**config.mk**
```make
export PLATFORM = sky130hd
export DESIGN_NAME = div_iter
export DESIGN_NICKNAME = d
export VERILOG_FILES = /design/src/rtl/div_iter.sv
export SDC_FILE = /design/constraint.sdc
export NUM_CORES = 1
export LEC_CHECK = 0
export ABC_AREA = 1
export CORE_MARGIN = 1
export CORE_UTILIZATION = 55
export DETAILED_ROUTE_END_ITERATION = 6
export HOLD_SLACK_MARGIN = 0.15
export PLACE_DENSITY = 0.86
export REMOVE_ABC_BUFFERS = 1
export SLEW_MARGIN = 20
export SYNTH_ARGS = -nofsm -noshare
export SYNTH_HDL_FRONTEND = slang
export SYNTH_SLANG_ARGS = --single-unit
```
**constraint.sdc**
```tcl
create_clock -name clk -period 4.6 [get_ports clk]
set_clock_uncertainty 0.1 [all_clocks]
set_input_delay 0.69 -clock clk [delete_from_list [all_inputs] [get_ports clk]]
set_output_delay 0.69 -clock clk [all_outputs]
set_load 0.02 [all_outputs]
```
**src/rtl/div_iter.sv**
```systemverilog
// div_iter: iterative radix-2 restoring divider (DIV/DIVU) for the EX stage.
// The divider holds the upstream pipeline through stall_o while it runs.
// The quotient goes to LO and the remainder goes to HI.
// Optional feature macro: DIV_FAST_EN. When it is defined, a dividend whose
// magnitude is below the divisor's finishes at once, without iterating.
module div_iter #(
    parameter int WIDTH = 32
) (
    input  logic             clk,
    input  logic             rst_n,
    input  logic             start_i,
    input  logic             signed_i,
    input  logic [WIDTH-1:0] a_i,
    input  logic [WIDTH-1:0] b_i,
    input  logic             annul_i,
    output logic             stall_o,
    output logic             ready_o,
    output logic [WIDTH-1:0] quot_o,
    output logic [WIDTH-1:0] rem_o
);

    localparam int CW = $clog2(WIDTH + 1);

    typedef enum logic [1:0] {S_IDLE, S_BUSY, S_DONE} state_t;

    state_t           r_state;
    logic [WIDTH-1:0] r_q;        // dividend bits shifting out, quotient bits shifting in
    logic [WIDTH-1:0] r_rem;      // partial remainder (always < r_b)
    logic [WIDTH-1:0] r_b;        // divisor magnitude
    logic [CW-1:0]    r_cnt;      // iterations still to run
    logic             r_neg_q;
    logic             r_neg_r;
    logic             r_ready;
    logic [WIDTH-1:0] r_quot;
    logic [WIDTH-1:0] r_remo;

    logic [WIDTH-1:0] w_a_mag;
    logic [WIDTH-1:0] w_b_mag;
    logic             w_fast;
    logic [WIDTH:0]   w_shift;
    logic [WIDTH:0]   w_diff;
    logic             w_ge;
    logic [WIDTH-1:0] w_q_next;
    logic [WIDTH-1:0] w_rem_next;
    logic [WIDTH-1:0] w_quot_fin;
    logic [WIDTH-1:0] w_rem_fin;

    // Operand magnitudes. The most negative value maps to 2^(WIDTH-1) unsigned.
    assign w_a_mag = (signed_i && a_i[WIDTH-1]) ? -a_i : a_i;
    assign w_b_mag = (signed_i && b_i[WIDTH-1]) ? -b_i : b_i;

`ifdef DIV_FAST_EN
    assign w_fast = (w_a_mag < w_b_mag);
`else
    assign w_fast = 1'b0;
`endif

    // A single restoring step. w_shift needs one extra bit because r_rem < r_b.
    // After a successful subtraction, the difference fits in WIDTH bits again.
    assign w_shift    = {r_rem, r_q[WIDTH-1]};
    assign w_diff     = w_shift - {1'b0, r_b};
    assign w_ge       = (w_shift >= {1'b0, r_b});
    assign w_rem_next = w_ge ? w_diff[WIDTH-1:0] : w_shift[WIDTH-1:0];
    assign w_q_next   = {r_q[WIDTH-2:0], w_ge};

    // Sign fix-up. For -2^(W-1)/-1, the magnitude quotient 2^(W-1) is left un-negated.
    assign w_quot_fin = r_neg_q ? -w_q_next   : w_q_next;
    assign w_rem_fin  = r_neg_r ? -w_rem_next : w_rem_next;

    // Hold the pipeline from the accept cycle through the last iteration.
    assign stall_o = rst_n & ~annul_i &
                     (((r_state == S_IDLE) & start_i) | (r_state == S_BUSY));
    assign ready_o = r_ready;
    assign quot_o  = r_quot;
    assign rem_o   = r_remo;

    // Control FSM and datapath. Results are registered on entry to DONE.
    always_ff @(posedge clk or negedge rst_n) begin
        if (!rst_n) begin
            r_state <= S_IDLE;
            r_q     <= '0;
            r_rem   <= '0;
            r_b     <= '0;
            r_cnt   <= '0;
            r_neg_q <= 1'b0;
            r_neg_r <= 1'b0;
            r_ready <= 1'b0;
            r_quot  <= '0;
            r_remo  <= '0;
        end else begin
            r_ready <= 1'b0;
            case (r_state)
                S_IDLE: begin
                    if (start_i && !annul_i) begin
                        if (b_i == '0) begin
                            r_quot  <= '1;
                            r_remo  <= a_i;
                            r_ready <= 1'b1;
                            r_state <= S_DONE;
                        end else if (w_fast) begin
                            r_quot  <= '0;
                            r_remo  <= a_i;
                            r_ready <= 1'b1;
                            r_state <= S_DONE;
                        end else begin
                            r_q     <= w_a_mag;
                            r_rem   <= '0;
                            r_b     <= w_b_mag;
                            r_cnt   <= CW'(WIDTH);
                            r_neg_q <= signed_i & (a_i[WIDTH-1] ^ b_i[WIDTH-1]);
                            r_neg_r <= signed_i & a_i[WIDTH-1];
                            r_state <= S_BUSY;
                        end
                    end
                end
                S_BUSY: begin
                    if (annul_i) begin
                        r_state <= S_IDLE;
                    end else begin
                        r_q   <= w_q_next;
                        r_rem <= w_rem_next;
                        r_cnt <= r_cnt - CW'(1);
                        if (r_cnt == CW'(1)) begin
                            r_quot  <= w_quot_fin;
                            r_remo  <= w_rem_fin;
                            r_ready <= 1'b1;
                            r_state <= S_DONE;
                        end
                    end
                end
                S_DONE: begin
                    r_state <= S_IDLE;
                end
                default: begin
                    r_state <= S_IDLE;
                end
            endcase
        end
    end

endmodule

```
# Word level (Yosys, flattened, before mapping)
# Cells that the tools add are included.
[op_classes]
n_eq_ne = 8
n_reduce_logical = 11
add_sub_neg = 6
mux = 37
order_cmp = 1
bitwise_logic = 9
[ops]
columns = ["op", "n"]
rows = [
  ["2-to-1 mux 32 bit", 19],
  ["one-hot mux 32 bit (2 select lines)", 4],
  ["negation 32 bit", 4],
  ["greater-or-equal comparator 33 x 32 -> 1 bit", 1],
  ["logical NOT 32 bit", 1],
  ["subtractor 32 bit", 1],
  ["2-to-1 mux 6 bit", 3],
  ["one-hot mux 6 bit (2 select lines)", 1],
  ["2-to-1 mux 2 bit", 4],
  ["equality test 6 x 1 -> 1 bit (second input constant)", 1],
  ["!= test 2 x 1 -> 1 bit (second input constant)", 3],
  ["subtractor 6 x 1 -> 6 bit (second input constant)", 1],
  ["AND 1 bit", 5],
  ["AND reduction 5 bit", 1],
  ["2-to-1 mux 1 bit", 4],
  ["!= test 2 bit (second input constant)", 2],
  ["one-hot mux 2 bit (2 select lines)", 1],
  ["AND reduction 4 bit", 1],
  ["logical AND 1 bit", 3],
  ["!= test 3 x 2 -> 1 bit (second input constant)", 1],
  ["AND reduction 3 bit", 1],
  ["equality test 2 x 1 -> 1 bit (second input constant)", 1],
  ["logical NOT 2 bit", 1],
  ["inverter 1 bit", 2],
  ["other kinds (6)", 6],
]
[totals]
input_bits = 69
output_inout_bits = 66
wordCells = 82
reg_bits = 171

# Depth between registers and ports, before layout
# Gate-level depths: netlist (run 1).
[depth]
ltp_word = 7
depth_mapped = 28
ltp_nobuf = 26

# Worst setup path after synthesis (run 1)
# No wires, ideal clock.
[synth_timing]
path_type = "register to register"
start = "register r_rem[11]"
end = "register r_quot[28], in the netlist quot_o[28]"
stages_incl_launch_ff = 26
arrival_ns = 3.596
period_less_slack_ns = 3.816
setup_time_ns = 0.120
n_path_buf = 2
path_slack_ns = 0.784
required_time_ns = 4.380
cell_sequence = "dfrtp_1 ha_1 nand2_2 inv_2 a21oi_2 inv_2 a21oi_2 nand2_2 nand2_2 nand2_4 buf_8 inv_4 buf_6 ha_1 nand3_1 nor3_1 nand3_1 nor3_1 nand2_1 inv_1 a41oi_1 a21oi_1 o21ai_0 xor2_1 o22ai_1 inv_1"
[synth_via]
elab_chain_cells = 6
[synth_lines]
columns = ["element", "line_no", "source"]
rows = [
  ["start, declared", "28", "logic [WIDTH-1:0] r_rem;"],
  ["start signal, assigned", "121", "r_rem <= w_rem_next;"],
  ["greater-or-equal comparator 33 x 32 -> 1 bit", "62", "assign w_ge = (w_shift >= {1'b0, r_b});"],
  ["negation 32 bit", "67", "assign w_quot_fin = r_neg_q ? -w_q_next : w_q_next;"],
  ["2-to-1 mux 32 bit", "67", ""],
  ["2-to-1 mux 32 bit", "123", "if (r_cnt == CW'(1)) begin"],
  ["2-to-1 mux 32 bit", "117", "if (annul_i) begin"],
  ["one-hot mux 32 bit (2 select lines)", "92", "case (r_state)"],
  ["end signal, assigned", "124", "r_quot <= w_quot_fin;"],
  ["end, declared", "34", "logic [WIDTH-1:0] r_quot;"],
]
# Every way passes these cells. The select of a mux whose other input is x is not followed.
# A chain may end at the register's enable or synchronous reset.

# Worst setup path after layout (run 1)
[layout_timing]
start = "register r_b[26]"
end = "register r_quot[28], in the netlist quot_o[28]"
[layout_via]
elab_chain_cells = 6
[layout_lines]
columns = ["element", "line_no", "source"]
rows = [
  ["start, declared", "29", "logic [WIDTH-1:0] r_b;"],
  ["start signal, assigned", "108", "r_b <= w_b_mag;"],
  ["greater-or-equal comparator 33 x 32 -> 1 bit", "62", ""],
  ["negation 32 bit", "67", ""],
  ["2-to-1 mux 32 bit", "67", ""],
  ["2-to-1 mux 32 bit", "123", ""],
  ["2-to-1 mux 32 bit", "117", ""],
  ["one-hot mux 32 bit (2 select lines)", "92", ""],
]
# Every way passes these cells. The select of a mux whose other input is x is not followed.

==> results of run 1 <==
-- power breakdown --
part / switching (uW) / leakage (uW) / internal [uW]
clock network: 712 / 0.000281 / 721
registers: 529 / 0.00208 / 2180
logic: 5760 / 0.00512 / 2880
total: 7000 / 0.00748 / 5780
-- state kept, by name (all words and copies together) (netlist names) --
register and flops:
r_b 32, rem_o 32, quot_o 32, ready_o 1, r_cnt 6, r_neg_q 1, r_rem 32, r_neg_r 1
r_state 2, r_q 32
-- worst max-delay path: cells and delay by family, from the launching register on --
kind / cells / cell delay (ps)
and+or+nand+nor: 12 / 1640
xor gates and xnor gates: 1 / 170
buffers and inverters: 4 / 290
adders and majority gates: 2 / 530
AOI/OAI and AO/OA: 5 / 970
DFF: 1 / 370
-- metal layers --
layer	part of all wire (%)	up-vias	wire, um	global-route usage [%]
met1	42	6299	16600	42.9
li1	-	6675	-	-
met5	0	-	0	0
met2	47	596	18400	56.3
met4	4.2	0	1650	14.6
met3	7.1	114	2810	4.24
-- through the flow --
| stage | hold slack (ps) | TNS (ps) |
|---|---|---|
| after CTS | 386 | 0 |
| after global routing | 403 | 0 |
| after global placement | 362 | 0 |
| after detailed placement | 366 | 0 |
| final | 379 | 0 |
| after floorplan | 294 | -363580 |
-- synthesized netlist by cell type, types with 5 or more instances --
cell      instances
o21ai_1          14
nand2_1         587
o21ai_2           6
nor2_4            5
nor3_1           27
dfrtp_1         171
o31ai_1           9
o22ai_1          20
a21oi_1          75
nand3_2           8
xor2_1           53
nand3b_1          8
clkinv_1          6
nand3_1         144
o211ai_1         22
ha_1             38
nand4_1          23
clkbuf_1         45
o221ai_1         15
nor2_2           10
xnor2_1          12
nand2_2          16
nor4_1           11
nor2_1          172
inv_1           265
buf_2            11
o21ai_0         152
buf_6             7
inv_2             8
a31oi_1          18
-- layout make-up --
cell class / instances / area (um2)
tap: 319 / 399
multi-input combinational: 1473 / 7450
clock inverter: 15 / 146
fill: 2166 / 8080
inverter: 280 / 1050
sequential: 171 / 4280
clock buffer: 17 / 425
timing repair buffer: 158 / 1580
-- what timing repair did --
item | CTS | global route
hold buffers | 1 | 0
buffers inserted | 0 | 0
endpoints found under the setup margin | 0 | 2
endpoints found under the hold margin | 42 | 0
gates resized for setup | 0 | 2
-- logic make-up (layout without fill, tap and decap cells) --
group	Yosys count	in the layout	synth area share [%]
simple gates	1021	1021	33.3
compound gates	348	348	15.3
xor+xnor	65	65	4.35
fa+ha+maj	39	39	3.78
flops	171	171	32.7
buf+inv	349	470	10.6
-- path summary, 6_finish.rpt --
kind / from / to / depth (start not counted)
min in group asynchronous: rst_n / r_q[31]$_DFFE_PN0P_ / 2
max reg2reg: r_b[26]$_DFFE_PN0P_ / quot_o[28]$_DFFE_PN0P_ / 24
min: quot_o[25]$_DFFE_PN0P_ / quot_o[25]$_DFFE_PN0P_ / 2
max: r_b[26]$_DFFE_PN0P_ / quot_o[28]$_DFFE_PN0P_ / 24
min reg2reg: quot_o[25]$_DFFE_PN0P_ / quot_o[25]$_DFFE_PN0P_ / 2
max in group asynchronous: rst_n / r_b[21]$_DFFE_PN0P_ / 3
==> impl_results.md, run 1 <==
- Result of the run: completed
- Number of synthesized flops with an enable pin: 0
- Clock transition at the register clock pins on the worst setup and hold paths after CTS: 80 ps
- Vias per cell: 5.62
- Final Total Pwr: 12800 uW
- Top cell type's share of synthesized area: 32.7%
- Maximum vdd ir drop: 0.000354 V
- Clock latency at the later pin of the worst-skew pair: 450 ps
- DIE AREA: 0.0244 mm2
- Final Max Tran Viols: 0
- Root buf cell: clkbuf_16
- DRC violation count after routing: 0
- Initial standard-cell utilization of the core: 56.0%
- Final count of negative-setup-slack endpoints: 0
- Final HPWL from detailed placement: 30.2 mm
- Data required time of the critical path: 4830 ps
- Post-synth ARST share: 100%
- Layout cell share with drive strength beyond 1: 6.10%
- Final nets: 2209
- Average size of a mapped cell: 6.57 um2
- Crit path largest cell delay: 370 ps
- CTS sink cnt: 171
- Total CTS buffers: 17
- Die Width: 156 um
- Worst slack after detailed placement: 284 ps
- Relative slew margins: 34.3%
- Initial antenna violation count: 0
- Post-DR wirelength/cell: 16.2 um
- Class of the most critical setup path: flop to flop
- Max Buffers Root-to-Sink: 2
- Number of vias in the routed layout: 13700
- Placed inst area: 0.0147 mm2
- Post-placement cell count: 2400
- # rows: 56
- Total iterations of the first detailed-routing run: 6
- Total of warnings raised by yosys: 0
- Vias in the first global route: 12800
- Hold Violations, Final: 0
- I/O Pins: 135
- LEAKAGE: 0.00748 uW
- Grt total ovfl: 0
- Achievable clock frequency: 0.240 GHz
- Layout Cells excl Fill: 2433
- Cell accounting for the most synthesized area: dfrtp_1
- Instance count of the mapped netlist: 1993
- Fraction of the core area covered by cells at the end of the flow: 65.5%
- Placer congestion estimate: 0.940
- Post-synthesis cell area: 0.0131 mm2
- Synth unique cells: 48
- Most frequent cell on the critical path: nand2_1
- Area added between synthesis and finish: 17.0%
- Nature of the critical path endpoint: flop
- Final non-filler cell area: 0.0153 mm2
- Area of the placeable core: 0.0234 mm2
- First-pass GRT wire length: 63.9 mm
- CTS tree: done
- Portion of the post-synthesis area used by sequential elements: 32.7%
- Overall die height: 156 um
- Aggregate global-route resource usage: 33.4%
- Number of levels in the clock H-tree: 4
- Flip-flop and latch count after synthesis: 171
- Count of maximum capacitance violations: 0
- Signal arrival time at the worst endpoint: 4400 ps
- Worst-path cell chain: inv_1 -> ha_1 -> nand2_1 -> nand2_1 -> nand3_1 -> nand2_1 -> a21oi_1 -> nand2_1 -> nor2_2 -> nand2_4 -> inv_4 -> ha_1 -> nand3_1 -> nor3_1 -> nand3_1 -> nor3_2 -> nand2_1 -> inv_1 -> a41oi_1 -> a21oi_2 -> o21ai_0 -> xor2_1 -> o22ai_1 -> inv_1
- PortBufs: 134
- Most frequent cells in the layout: nand2_1 (586), inv_1 (265), dfrtp_1 (171), nor2_1 (170), o21ai_0 (152)
- Maximum number of pins on one net before global-route repair: 130
- Number of antenna repair diodes: 0
- Setup repair after global routing missed its margin: false
- Worst-case register-to-register setup slack: 440 ps
- Worst-Margin Slew: 986 ps
- Number of nets with antenna violations after routing: 0
- Type of origin of the critical path: flop
- Maximum net fanout on the critical path: 6
- Starting DRT DRC Count: 1114
- Worst setup slack after layout: 437 ps
- Leading register cell type out of synthesis: dfrtp_1
- Most common library cell in the layout ignoring fill and taps: nand2_1
- Final clock period utilization by the worst path: 90.5%
- PD cells: 834 mW/mm2
- Dominant cells by area after synthesis: dfrtp_1 (33%), nand2_1 (17%), inv_1 (7.6%)
- Minimum period implied by the final worst setup slack: 4160 ps
- Cell type of the slowest stage on the worst timing path: dfrtp_1
- Min-Delay Path Class: flop to flop
- Final WL: 39.5 mm
No activity file was read; power rests on OpenSTA's default activity.
==> run 2, diff against run 1 <==
Settings changed: ABC_AREA 1 to default, CORE_MARGIN 1 to 4.
==> impl_results.md, run 2 <==
- Result of the run: completed
- Minimum period implied by the final worst setup slack: 4580 ps
- Clock transition at the register clock pins on the worst setup and hold paths after CTS: 80 ps
- DIE AREA: 0.0246 mm2
- CTS sink cnt: 171
- Relative slew margins: 28.1%
- Portion of the post-synthesis area used by sequential elements: 35.1%
- Placed inst area: 0.0142 mm2
- Top cell type's share of synthesized area: 35.1%
- Setup repair after global routing missed its margin: true
- Worst-case register-to-register setup slack: 20 ps
- Total of warnings raised by yosys: 0
- Average size of a mapped cell: 8.08 um2
- Data required time of the critical path: 4820 ps
- Cell type of the slowest stage on the worst timing path: or4_4
- Clock latency at the later pin of the worst-skew pair: 440 ps
- LEAKAGE: 0.00639 uW
- Initial standard-cell utilization of the core: 55.8%
- Worst slack after detailed placement: -145 ps
- DRC violation count after routing: 0
- Most frequent cell on the critical path: or4_4
- Post-placement cell count: 1928
- Maximum number of pins on one net before global-route repair: 84
- Combined area of the multi-input logic cells: 0.00762 mm2
- Flip-flop and latch count after synthesis: 171
- Area of the placeable core: 0.0218 mm2
- Cell family contributing the most delay on the critical path: simple AND/OR/NAND/NOR gates
- Cell accounting for the most synthesized area: dfrtp_1
- # rows: 54
- Worst-Margin Slew: 1080 ps
- Number of levels in the clock H-tree: 4
- Instance count of the mapped netlist: 1508
- Number of nets with antenna violations after routing: 0
- Final WL: 36.4 mm
- Die Width: 157 um
- Vias in the first global route: 11500
- Leading cell type by number of instances after synthesis: nand2_1
- Initial antenna violation count: 0
- Nature of the critical path endpoint: flop
- Dominant cells by area after synthesis: dfrtp_1 (35%), a21oi_1 (6.9%), o21ai_0 (6.0%)
- Class of the most critical setup path: flop to flop
- Worst setup slack after layout: 15.6 ps
- Layout cell share with drive strength beyond 1: 13.4%
- Number of antenna repair diodes: 0
- Most common library cell in the layout ignoring fill and taps: nand2_1
- Max Buffers Root-to-Sink: 2
- Vias per cell: 6.14
- Maximum vdd ir drop: 0.000298 V
- Fill cell count: 1673
- Aggregate global-route resource usage: 28.8%
- Worst-path cell chain: ha_4 -> buf_6 -> nand3_2 -> nand2_1 -> a221o_1 -> a211oi_4 -> nand2_2 -> inv_2 -> ha_4 -> or3b_4 -> or2_1 -> or4_4 -> or4_4 -> or4_4 -> o21ai_2 -> xor2_1 -> a21oi_1
- Root buf cell: clkbuf_16
- Most frequent cells in the layout: nand2_1 (177), dfrtp_1 (169), a21oi_1 (162), nor2_1 (151), o21ai_0 (143)
- Area used by sequential logic in the layout: 0.00428 mm2
- Final HPWL from detailed placement: 26.7 mm
- Fraction of the core area covered by cells at the end of the flow: 69.8%
- Post-DR wirelength/cell: 18.5 um
- Min-Delay Path Class: flop to flop
- Synth unique cells: 85
- PortBufs: 134
- Number of vias in the routed layout: 12100
- Count of maximum capacitance violations: 0
- CTS tree: done
- Maximum net fanout on the critical path: 5
- Total CTS buffers: 17
- Signal arrival time at the worst endpoint: 4810 ps
- Hold Violations, Final: 0
- Final Total Pwr: 10400 uW
- Final count of negative-setup-slack endpoints: 0
- I/O Pins: 135
- Final nets: 1784
- Final non-filler cell area: 0.0152 mm2
- Crit path largest cell delay: 480 ps
- Final clock period utilization by the worst path: 99.7%
- Grt total ovfl: 0
- Final Max Tran Viols: 0
- Total iterations of the first detailed-routing run: 6
- Synth top cells by count: nand2_1 (180), dfrtp_1 (171), a21oi_1 (168)
- Leading register cell type out of synthesis: dfrtp_1
- Number of synthesized flops with an enable pin: 0
- Area added between synthesis and finish: 25.0%
- Layout Cells excl Fill: 1969
- Number of buffer and inverter stages on the critical path: 2
- Achievable clock frequency: 0.218 GHz
- Type of origin of the critical path: flop
- Overall die height: 157 um
- First-pass GRT wire length: 57.7 mm
- PD cells: 683 mW/mm2
- Placer congestion estimate: 0.979
- Post-synthesis cell area: 0.0122 mm2
- Starting DRT DRC Count: 1130
- Post-synth ARST share: 100%
run 2: worst min-delay path, delay by kind of cell (launching register included):
family          cells  cell delay [ps]
compound gates      1               60
flops               1              350
simple gates        1               40
run 2: power breakdown:
| part | total (uW) | internal, uW | switching [uW] |
|---|---|---|---|
| sequential | 2580 | 2060 | 525 |
| clock | 1520 | 826 | 690 |
| combinational | 6300 | 2750 | 3550 |
| total | 10400 | 5630 | 4760 |
run 2: what timing repair did:
action / CTS / global route
setup buffers: 1 / 7
hold buffers: 1 / 0
pin swaps: 2 / 12
resized for setup: 15 / 43
setup endpoints to repair: 4 / 15
endpoints found under the hold margin: 41 / 0
run 2: per-stage QoR:
step | TNS [ps] | hold WS, ps
4_1_cts | 0 | 386
6_report | 0 | 383
3_5_place_dp | -445 | 371
5_1_grt | -1020 | 413
2_1_floorplan | -8120 | 294
3_3_place_gp | -34.8 | 361
run 2: logic make-up (layout without fill, tap and decap cells):
group | count (synthesis) | in the layout | share of synthesized area, %
compound gates | 476 | 476 | 23.6
buf+inv | 140 | 321 | 4.92
simple gates | 533 | 533 | 21.3
flops | 171 | 171 | 35.1
mux | 21 | 21 | 1.77
xor+xnor | 128 | 128 | 9.21
fa+ha+maj | 39 | 39 | 4.07
run 2: final timing paths:
kind                                        from  depth (start not counted)                     end
max in group asynchronous                  rst_n                          3   rem_o[11]$_DFFE_PN0P_
hold reg to reg               r_b[1]$_DFFE_PN0P_                          2      r_b[1]$_DFFE_PN0P_
setup / recovery           r_rem[22]$_DFFE_PN0P_                         17  quot_o[30]$_DFFE_PN0P_
hold / removal                r_b[1]$_DFFE_PN0P_                          2      r_b[1]$_DFFE_PN0P_
min in group asynchronous                  rst_n                          2      r_b[4]$_DFFE_PN0P_
setup reg to reg           r_rem[22]$_DFFE_PN0P_                         17  quot_o[30]$_DFFE_PN0P_
run 2: metal layers:
metal	up-vias	wire length, um	global-route usage [%]
li1	5732	-	-
met3	84	2620	3.57
met1	5698	14900	38.0
met2	566	17800	49.3
met5	-	0	0
met4	0	1020	9.67
run 2: final cells by class:
class | instances | area share (%)
Sequential cell | 171 | 28.1
Clock inverter | 14 | 1.22
Multi-Input combinational cell | 1197 | 50.0
Tap cell | 280 | 2.30
Timing Repair Buffer | 234 | 14.1
Clock buffer | 18 | 2.82
Inverter | 55 | 1.36
==> run 3, diff against run 2 <==
Settings changed: PLACE_DENSITY 0.86 to 0.78.
==> impl_results.md, run 3 (synthesis gave the netlist of run 2 again) <==
- Final HPWL from detailed placement: 27.3 mm
- # rows: 54
- Number of vias in the routed layout: 11800
- Result of the run: completed
- Post-DR wirelength/cell: 18.0 um
- Maximum net fanout on the critical path: 4
- Data required time of the critical path: 4820 ps
- Grt total ovfl: 0
- Switching power: 4760 uW
- Fraction of the core area covered by cells at the end of the flow: 70.5%
- Launching instance or port of the critical path: r_rem[19]$_DFFE_PN0P_
- Vias in the first global route: 11200
- Total CTS buffers: 17
- Initial standard-cell utilization of the core: 55.8%
- Net switching fraction of the power: 45.8%
- Worst Hold Launch: r_b[21]$_DFFE_PN0P_
- Final Total Pwr: 10400 uW
- Min-Delay Path Class: flop to flop
- Minimum period implied by the final worst setup slack: 4510 ps
- Hold Violations, Final: 0
- Final count of negative-setup-slack endpoints: 0
- Power share of the clock group: 13.9%
- Cell type of the slowest stage on the worst timing path: or4_4
- Clock latency at the later pin of the worst-skew pair: 430 ps
- Worst-path cell chain: ha_4 -> a21oi_4 -> o21ai_2 -> a221o_1 -> a211oi_4 -> nand2_2 -> inv_2 -> ha_4 -> or3b_4 -> or2_1 -> or4_4 -> or4_4 -> or4_4 -> o21ai_2 -> xor2_1 -> a21oi_1
- First-pass GRT wire length: 57.0 mm
- DRC violation count after routing: 0
- Starting DRT DRC Count: 979
- Number of antenna repair diodes: 0
- Nature of the critical path endpoint: flop
- Maximum vdd ir drop: 0.000308 V
- Initial antenna violation count: 0
- Worst slack after detailed placement: -116 ps
- Worst-case register-to-register setup slack: 90 ps
- Area added between synthesis and finish: 26.4%
- Crit path capture: quot_o[24]$_DFFE_PN0P_
- Most frequent cell on the critical path: or4_4
- Area of the placeable core: 0.0218 mm2
- Total iterations of the first detailed-routing run: 6
- Most frequent cells in the layout: nand2_1 (177), dfrtp_1 (170), a21oi_1 (161), nor2_1 (151), o21ai_0 (144)
- Fill cell count: 1791
- Relative slew margins: 28.6%
- Layout cell share with drive strength beyond 1: 14.5%
- LEAKAGE: 0.00647 uW
- Origin of the critical flop-to-flop path: r_rem[19]$_DFFE_PN0P_
- Die Width: 157 um
- Relative contribution of sequential cells to total power: 24.7%
- Clock transition at the register clock pins on the worst setup and hold paths after CTS: 80 ps
- I/O Pins: 135
- Max Buffers Root-to-Sink: 2
- Worst setup slack after layout: 91.4 ps
- Root buf cell: clkbuf_16
- CTS sink cnt: 171
- Layout Cells excl Fill: 1984
- Overall die height: 157 um
- Internal power contribution: 5630 uW
- Signal arrival time at the worst endpoint: 4730 ps
- Vias per cell: 5.97
- Number of nets with antenna violations after routing: 0
- Type of origin of the critical path: flop
- Setup repair after global routing missed its margin: true
- Final WL: 35.8 mm
- Most common library cell in the layout ignoring fill and taps: nand2_1
- Maximum number of pins on one net before global-route repair: 76
- Placer congestion estimate: 0.938
- Number of levels in the clock H-tree: 4
- CTS tree: done
- Worst-Margin Slew: 1070 ps
- DIE AREA: 0.0246 mm2
- Crit path largest cell delay: 480 ps
- Post-placement cell count: 1946
- Fraction of power consumed by combinational cells: 61.4%
- Final nets: 1799
- Worst hold slack: 379 ps
- Count of maximum capacitance violations: 0
- Class of the most critical setup path: flop to flop
- PortBufs: 134
- Endpoint of the lowest-slack register-to-register path: quot_o[24]$_DFFE_PN0P_
- Achievable clock frequency: 0.222 GHz
- Final clock period utilization by the worst path: 98.0%
- Aggregate global-route resource usage: 28.8%
- PD cells: 675 mW/mm2
- Final Max Tran Viols: 0
- Worst Reg2Reg Path Length in Cells: 16
-- run 3: changes by cell type in the layout (fill, tap and decap cells not counted), sizes merged --
cell      delta
buf         +15
clkinv       +1
bufinv       -2
inv          +3
clkinvlp     -2
-- run 3: critical path: cells and delay by family, from the launching register on --
kind / cells / cell delay (ps)
xor gates and xnor gates: 1 / 170
and+or+nand+nor: 6 / 2050
buffers and inverters: 1 / 90
adders and majority gates: 2 / 390
DFF: 1 / 420
AOI/OAI and AO/OA: 6 / 1150
-- run 3: how the worst min path moves through the flow --
stage	end	cells after the start
2_1_floorplan	quot_o[0]$_DFFE_PN0P_	0
3_3_place_gp	r_b[20]$_DFFE_PN0P_	2
3_5_place_dp	r_b[21]$_DFFE_PN0P_	2
4_1_cts	r_b[21]$_DFFE_PN0P_	2
5_1_grt	r_b[19]$_DFFE_PN0P_	2
6_report	r_b[21]$_DFFE_PN0P_	2
-- run 3: cell type report --
type                    count  area [um2]  area share, %
flip-flops and latches    171        4280           27.8
inverters                  55         206           1.34
repair buffers            249        2290           14.9
clock buffers              18         439           2.85
multi-input cells        1197        7680           49.9
clock inverters            14         148          0.959
well taps                 280         350           2.28
-- run 3: metal layers --
layer / routed length (um) / GRT usage, % / up-vias
li1: - / - / 5752
met1: 15600 / 39.2 / 5602
met2: 16900 / 47.6 / 415
met3: 2070 / 3.13 / 79
met4: 1170 / 10.5 / 0
met5: 0 / 0 / -
-- run 3: stage by stage --
step	TNS [ps]	area (um2)
floorplan	-8120	11800
global placement	-133	14400
detailed placement	-427	14400
CTS	-1.87	15000
global route	-147	15400
finish	0	15400
-- run 3: power groups by stage --
stage	logic, uW	registers [uW]	clock network (uW)
finish	6380	2570	1440
global route	6940	2630	1520
CTS	6010	2540	1450
detailed placement	5940	2560	0
global placement	5840	2530	0
floorplan	3360	2780	0
-- run 3: repair_timing --
action                                  4_1_cts  5_1_grt
pin swaps                                     2       12
endpoints found under the setup margin        7       20
resized for setup                             8       55
hold buffers                                  1        0
hold endpoints to repair                     43        0
gates cloned                                  0        0
buffers inserted                              0        5
